$ cat src/rtl/ball_renderer_if.sv
// Motion-step handshake between the ball renderer (requester) and the ball motion block.
// The renderer owns step_req and the shadow position; the motion block returns a new position.
interface ball_renderer_if;
    logic        step_req;
    logic [11:0] cur_x;
    logic [11:0] cur_y;
    logic [11:0] pos_x;
    logic [11:0] pos_y;
    logic        pos_valid;

    modport master (
        output step_req,
        output cur_x,
        output cur_y,
        input  pos_x,
        input  pos_y,
        input  pos_valid
    );

    modport slave (
        input  step_req,
        input  cur_x,
        input  cur_y,
        output pos_x,
        output pos_y,
        output pos_valid
    );
endinterface

$ cat src/rtl/ball_renderer.sv
// Per-frame shadow of the ball position, refreshed once at vertical-blank start, plus a
// registered pixel-level ball mask for the colour mux.
module ball_renderer #(
    parameter int unsigned BallSize = 20,
    parameter int unsigned ResetX   = 310,
    parameter int unsigned ResetY   = 230,
    parameter int unsigned Timeout  = 64
) (
    input  logic            clk_i,
    input  logic            rst_ni,
    input  logic            vblank_start_i,
    input  logic            pix_active_i,
    input  logic [11:0]     pix_x_i,
    input  logic [11:0]     pix_y_i,
    ball_renderer_if.master motion_io,
    output logic            ball_on_o,
    output logic            stale_o,
    output logic [15:0]     frame_cnt_o
);

    localparam int unsigned CntW = (Timeout > 1) ? $clog2(Timeout) : 1;

    typedef enum logic [1:0] {StIdle, StReq, StWait} state_e;

    state_e            state_q, state_d;
    logic [CntW-1:0]   cnt_q, cnt_d;
    logic              step_req_q, step_req_d;
    logic [11:0]       cur_x_q, cur_x_d;
    logic [11:0]       cur_y_q, cur_y_d;
    logic              stale_q, stale_d;
    logic [15:0]       frame_cnt_q, frame_cnt_d;
    logic              ball_on_q;
    logic              hit;
    logic [12:0]       x_lo, x_hi, y_lo, y_hi;

    always_comb begin
        state_d     = state_q;
        cnt_d       = cnt_q;
        step_req_d  = 1'b0;
        cur_x_d     = cur_x_q;
        cur_y_d     = cur_y_q;
        stale_d     = stale_q;
        frame_cnt_d = frame_cnt_q;
        unique case (state_q)
            StIdle: begin
                if (vblank_start_i) begin
                    state_d = StReq;
                end
            end
            StReq: begin
                step_req_d = 1'b1;
                cnt_d      = '0;
                state_d    = StWait;
            end
            StWait: begin
                // A response on the final timeout cycle still counts.
                if (motion_io.pos_valid) begin
                    cur_x_d     = motion_io.pos_x;
                    cur_y_d     = motion_io.pos_y;
                    stale_d     = 1'b0;
                    frame_cnt_d = frame_cnt_q + 16'd1;
                    state_d     = StIdle;
                end else if (cnt_q == CntW'(Timeout - 1)) begin
                    stale_d = 1'b1;
                    state_d = StIdle;
                end else begin
                    cnt_d = cnt_q + 1'b1;
                end
            end
            default: begin
                state_d = StIdle;
            end
        endcase
    end

    // Bounds are widened to 13 bits so a ball near column/row 4095 does not wrap to 0.
    always_comb begin
        x_lo = {1'b0, cur_x_q};
        y_lo = {1'b0, cur_y_q};
        x_hi = x_lo + 13'(BallSize - 1);
        y_hi = y_lo + 13'(BallSize - 1);
        hit  = pix_active_i
            && ({1'b0, pix_x_i} >= x_lo) && ({1'b0, pix_x_i} <= x_hi)
            && ({1'b0, pix_y_i} >= y_lo) && ({1'b0, pix_y_i} <= y_hi);
    end

    always_ff @(posedge clk_i or negedge rst_ni) begin
        if (!rst_ni) begin
            state_q     <= StIdle;
            cnt_q       <= '0;
            step_req_q  <= 1'b0;
            cur_x_q     <= 12'(ResetX);
            cur_y_q     <= 12'(ResetY);
            stale_q     <= 1'b0;
            frame_cnt_q <= '0;
            ball_on_q   <= 1'b0;
        end else begin
            state_q     <= state_d;
            cnt_q       <= cnt_d;
            step_req_q  <= step_req_d;
            cur_x_q     <= cur_x_d;
            cur_y_q     <= cur_y_d;
            stale_q     <= stale_d;
            frame_cnt_q <= frame_cnt_d;
            ball_on_q   <= hit;
        end
    end

    assign motion_io.step_req = step_req_q;
    assign motion_io.cur_x    = cur_x_q;
    assign motion_io.cur_y    = cur_y_q;
    assign ball_on_o          = ball_on_q;
    assign stale_o            = stale_q;
    assign frame_cnt_o        = frame_cnt_q;

endmodule

$ cat src/flat_wrapper.sv
// flat-port wrapper written by rule: the top's interface ports become plain ports
module ball_renderer_flat 
#(
    parameter int unsigned BallSize = 20,
    parameter int unsigned ResetX   = 310,
    parameter int unsigned ResetY   = 230,
    parameter int unsigned Timeout  = 64
)
  (clk_i, rst_ni, vblank_start_i, pix_active_i, pix_x_i, pix_y_i, ball_on_o, stale_o, frame_cnt_o, motion_io_step_req, motion_io_cur_x, motion_io_cur_y, motion_io_pos_x, motion_io_pos_y, motion_io_pos_valid);
  ball_renderer_if motion_io_i ();
  input  logic clk_i;
  input  logic rst_ni;
  input  logic vblank_start_i;
  input  logic pix_active_i;
  input  logic [11:0] pix_x_i;
  input  logic [11:0] pix_y_i;
  output logic ball_on_o;
  output logic stale_o;
  output logic [15:0] frame_cnt_o;
  output wire logic [$bits(motion_io_i.step_req)-1:0] motion_io_step_req;
  output wire logic [$bits(motion_io_i.cur_x)-1:0] motion_io_cur_x;
  output wire logic [$bits(motion_io_i.cur_y)-1:0] motion_io_cur_y;
  input wire logic [$bits(motion_io_i.pos_x)-1:0] motion_io_pos_x;
  input wire logic [$bits(motion_io_i.pos_y)-1:0] motion_io_pos_y;
  input wire logic [$bits(motion_io_i.pos_valid)-1:0] motion_io_pos_valid;
  assign motion_io_step_req = motion_io_i.step_req;
  assign motion_io_cur_x = motion_io_i.cur_x;
  assign motion_io_cur_y = motion_io_i.cur_y;
  assign motion_io_i.pos_x = motion_io_pos_x;
  assign motion_io_i.pos_y = motion_io_pos_y;
  assign motion_io_i.pos_valid = motion_io_pos_valid;
  ball_renderer #(.BallSize(BallSize), .ResetX(ResetX), .ResetY(ResetY), .Timeout(Timeout)) u_core (.clk_i(clk_i), .rst_ni(rst_ni), .vblank_start_i(vblank_start_i), .pix_active_i(pix_active_i), .pix_x_i(pix_x_i), .pix_y_i(pix_y_i), .motion_io(motion_io_i), .ball_on_o(ball_on_o), .stale_o(stale_o), .frame_cnt_o(frame_cnt_o));
endmodule
$ cat config.mk
export PLATFORM = sky130hd
export DESIGN_NAME = ball_renderer_flat
export DESIGN_NICKNAME = d
export VERILOG_FILES = /design/src/rtl/ball_renderer_if.sv /design/src/rtl/ball_renderer.sv /design/src/flat_wrapper.sv
export SDC_FILE = /design/constraint.sdc
export NUM_CORES = 1
export LEC_CHECK = 0
export BUFFER_PORTS_ARGS = -buffer_cell sky130_fd_sc_hd__buf_2
export CAP_MARGIN = 15
export CORE_ASPECT_RATIO = 1.25
export CORE_MARGIN = 3
export CORE_UTILIZATION = 45
export DETAILED_ROUTE_END_ITERATION = 6
export HOLD_SLACK_MARGIN = 0.15
export PLACE_DENSITY = 0.67
export SKIP_CTS_REPAIR_TIMING = 1
export SLEW_MARGIN = 10
export SYNTH_ARGS = -nofsm -noshare
export SYNTH_HDL_FRONTEND = slang
export SYNTH_SLANG_ARGS = --single-unit
$ cat constraint.sdc
create_clock -name clk_i -period 5.1 [get_ports clk_i]
set_input_delay 0.255 -clock clk_i [delete_from_list [all_inputs] [get_ports clk_i]]
set_output_delay 0.255 -clock clk_i [all_outputs]
set_load 0.1 [all_outputs]
==> summary.txt <==
Logic synthesis
  – Syn_area_per_cell: 9.445 um^2
  – Syn Std Cell Area: 3513 um^2
  – Synth Instances: 372
  – Distinct cell type count of the synthesized netlist: 49
  – Net Count, Synth: 477
  – Number of synthesized flops with an enable pin: 0
  – Synth async-reset ratio: 1.000
  – Commonest register cell after synthesis: dfrtp_1
  – Seq/Total Area, Yosys: 0.3668
  – Warnings, synthesis: 0
  – Flops & latches, synth: 51

Timing
  – Endpoints failing hold: 0
  – Slew Viols, Final: 0
  – Minimum clock period: 3.043 ns
  – Slew @ Worst Pin: 0.8726 ns
  – RSZ-0062 raised after global routing: false
  – FMAX: 328.6 MHz
  – Final count of negative-setup-slack endpoints: 0
  – Fin Setup TNS: 0 ns
  – Worst Skew: 0.005464 ns
  – Fin crit share: 0.5967
  – Worst setup margin: 2.057 ns
  – Slew headroom: 0.4183

Clock network
  – Reg clk slew, reported paths: 0.10 ns
  – CTS tree: yes
  – CTS max path bufs: 2
  – CTS root buffer: clkbuf_8
  – Worst-Skew Late Latency: 0.31 ns
  – Sink Count: 51
  – H-Tree Depth: 2
  – Num CTS Buffers: 5

Pwr
  – Peak supply drop: 0.4646 mV
  – Pwr dens: 700.0 nW/um^2
  – Internal power: 1243 uW
  – Clock power share: 0.102
  – Leakage: 0.002128 uW
  – Seq pwr share: 0.239
  – Total power: 2967 uW
  – Combinational power share: 0.659
  – Net Sw Power: 1724 uW
  – Net Sw Frac: 0.5810

Setup path
  – CP Max Fanout: 3
  – Most used cell, CP: ha_1
  – Critical path arrival: 3.26 ns
  – CP endpoint kind: register
  – Worst path required time: 5.32 ns
  – Crit start category: register
  – Slowest-stage cell, CP: dfstp_2
  – Sequence of cells on the critical path: inv_1, ha_1, nand3b_2, a211oi_2, nand4_1, xnor2_1, ha_1, a21o_1, a2111oi_0, a21boi_0, nor4_1
  – Crit-path max cell delay: 0.55 ns
  – Setup CP Type: register to register

Floorplan
  – Boundary pin count: 96
  – Rows: 35
  – Core footprint: 7488 um^2
  – Die height: 104.8 um
  – Die area: 8910 um^2
  – Die extent in x: 85.03 um
  – Initial cell density of the core: 0.4692

Global routing
  – First-pass GRT wire length: 13.83 mm
  – Initial antenna violation count: 0
  – Vias in the first global route: 3004
  – Gr ovfl total: 0
  – Largest net degree at the start of global routing: 54
  – Global Route Usage Sum: 0.1879

Status
  – Status: complete, no violations

Layout
  – Syn-to-layout area delta: 20.66%
  – Antenna Cells: 0
  – Layout cells sized above 1: 0.2622
  – Final core utilization: 0.5661
  – Commonest cells after routing, fill and taps aside: buf_2, ha_1, nand2_1
  – Most common cell after layout, fill and taps aside: buf_2
  – Design area: 4239 um^2
  – Net count, final: 577
  – Fill cells: 730

Placement
  – Gpl congestion: 0.8394
  – Pre-CTS setup slack: 2.055 ns
  – Hpwl dp: 6.366 mm
  – Port Buffer Count: 95
  – Area after DPL: 4088 um^2

Hold path
  – Worst Hold Class: primary input to register

Job
  – Max cap viols: 0

Routing
  – Via density: 5.271
  – Vias: 2978
  – DRC viols: 0
  – Wire per inst: 14.24 um
  – Pre-antenna DRT Iters: 4
  – Post-DRT Antenna Nets: 0
  – Detailed Route WL: 8.044 mm
  – Starting DRT DRC Count: 62
-- per-stage QoR --
step	hold WS, ns	cells
2_1_floorplan	-0.04059	372
3_3_place_gp	0.4135	554
3_5_place_dp	0.4163	554
4_1_cts	0.07490	562
5_1_grt	0.1529	565
6_report	0.1462	565
-- final timing paths --
check                                           from                         to  slack [ns]  cells past startpoint
min reg2reg                   u_core.frame_cnt_o[15]     u_core.frame_cnt_o[15]        0.48                      1
min                               motion_io_pos_x[3]  u_core.motion_io.cur_x[3]        0.15                      3
max                        u_core.motion_io.cur_y[1]           u_core.ball_on_o        2.06                     11
max reg2reg                u_core.motion_io.cur_y[1]           u_core.ball_on_o        2.06                     11
max in group asynchronous                     rst_ni      u_core.frame_cnt_o[6]        4.08                      3
min in group asynchronous                     rst_ni            u_core.cnt_q[4]        0.58                      3
-- layer usage --
| metal | global-route usage | vias up | part of all wire |
|---|---|---|---|
| met5 | 0 | - | 0 |
| met4 | 0.05430 | 0 | 0.015 |
| met3 | 0.04022 | 12 | 0.061 |
| met2 | 0.3117 | 80 | 0.48 |
| met1 | 0.2446 | 1384 | 0.44 |
| li1 | - | 1502 | - |
-- power by group through the flow --
stage / logic [uW] / registers, uW / clock network [uW]
after detailed placement: 1960 / 718 / 0
final: 1950 / 710 / 302
after global placement: 1940 / 713 / 0
after CTS: 1970 / 710 / 315
after floorplan: 783 / 1530 / 0
after global routing: 2140 / 736 / 334
-- worst max-delay path, delay by kind of cell (launching register included) --
family,cells,cell delay [ns]
xor+xnor,1,0.14
fa+ha+maj,2,0.51
flops,1,0.55
compound gates,4,1.01
simple gates,3,0.68
buf+inv,1,0.07
-- cells in the mapped netlist, types with 2 or more instances --
| master | instances | area share |
|---|---|---|
| nor3_1 | 4 | 0.0057 |
| nand2b_1 | 3 | 0.0053 |
| o21ai_0 | 32 | 0.046 |
| nor2_1 | 22 | 0.024 |
| a21oi_1 | 14 | 0.020 |
| nand3_1 | 13 | 0.019 |
| and3b_1 | 2 | 0.0050 |
| nor4_1 | 3 | 0.0053 |
| dfstp_2 | 10 | 0.075 |
| buf_2 | 2 | 0.0028 |
| o211ai_1 | 2 | 0.0043 |
| nand4_1 | 11 | 0.020 |
| a21boi_0 | 2 | 0.0043 |
| and3_1 | 6 | 0.011 |
| a21o_1 | 5 | 0.011 |
| dfrtp_1 | 41 | 0.29 |
| clkbuf_1 | 4 | 0.0043 |
| o21a_1 | 3 | 0.0064 |
| xor2_1 | 8 | 0.020 |
| nand2_1 | 45 | 0.048 |
| xnor2_1 | 30 | 0.075 |
| a2111oi_0 | 2 | 0.0050 |
| ha_1 | 52 | 0.19 |
| inv_1 | 28 | 0.030 |
| a211oi_1 | 4 | 0.0085 |
-- state kept, by name, summed over array words and instances, names as in the netlist --
name and cells:
u_core.cnt_q 6, u_core.motion_io.cur_x 12, u_core.ball_on_o 1, u_core.motion_io.cur_y 12
u_core.stale_o 1, u_core.state_q 2, u_core.frame_cnt_o 16, u_core.motion_io.step_req 1
-- logic make-up (layout without fill, tap and decap cells) --
logic type      Yosys count  after routing  share of synthesized area
fa+ha+maj                52             52                     0.1852
simple gates            121            121                     0.1763
mux                       2              2                   0.006054
buf+inv                  34            135                    0.03704
xor+xnor                 38             38                    0.09473
compound gates           74             74                     0.1339
flops                    51             51                     0.3668
-- final cells by class --
cell class	count	area, um^2	area share
clock inverter	2	38.79	0.009150
tap	92	115.1	0.02715
inverter	28	105.1	0.02479
clock buffer	6	82.58	0.01948
sequential	51	1289	0.3040
multi-input combinational	287	2096	0.4944
timing repair buffer	99	513.0	0.1210
Note: power is estimated with default switching activity, not from simulation.
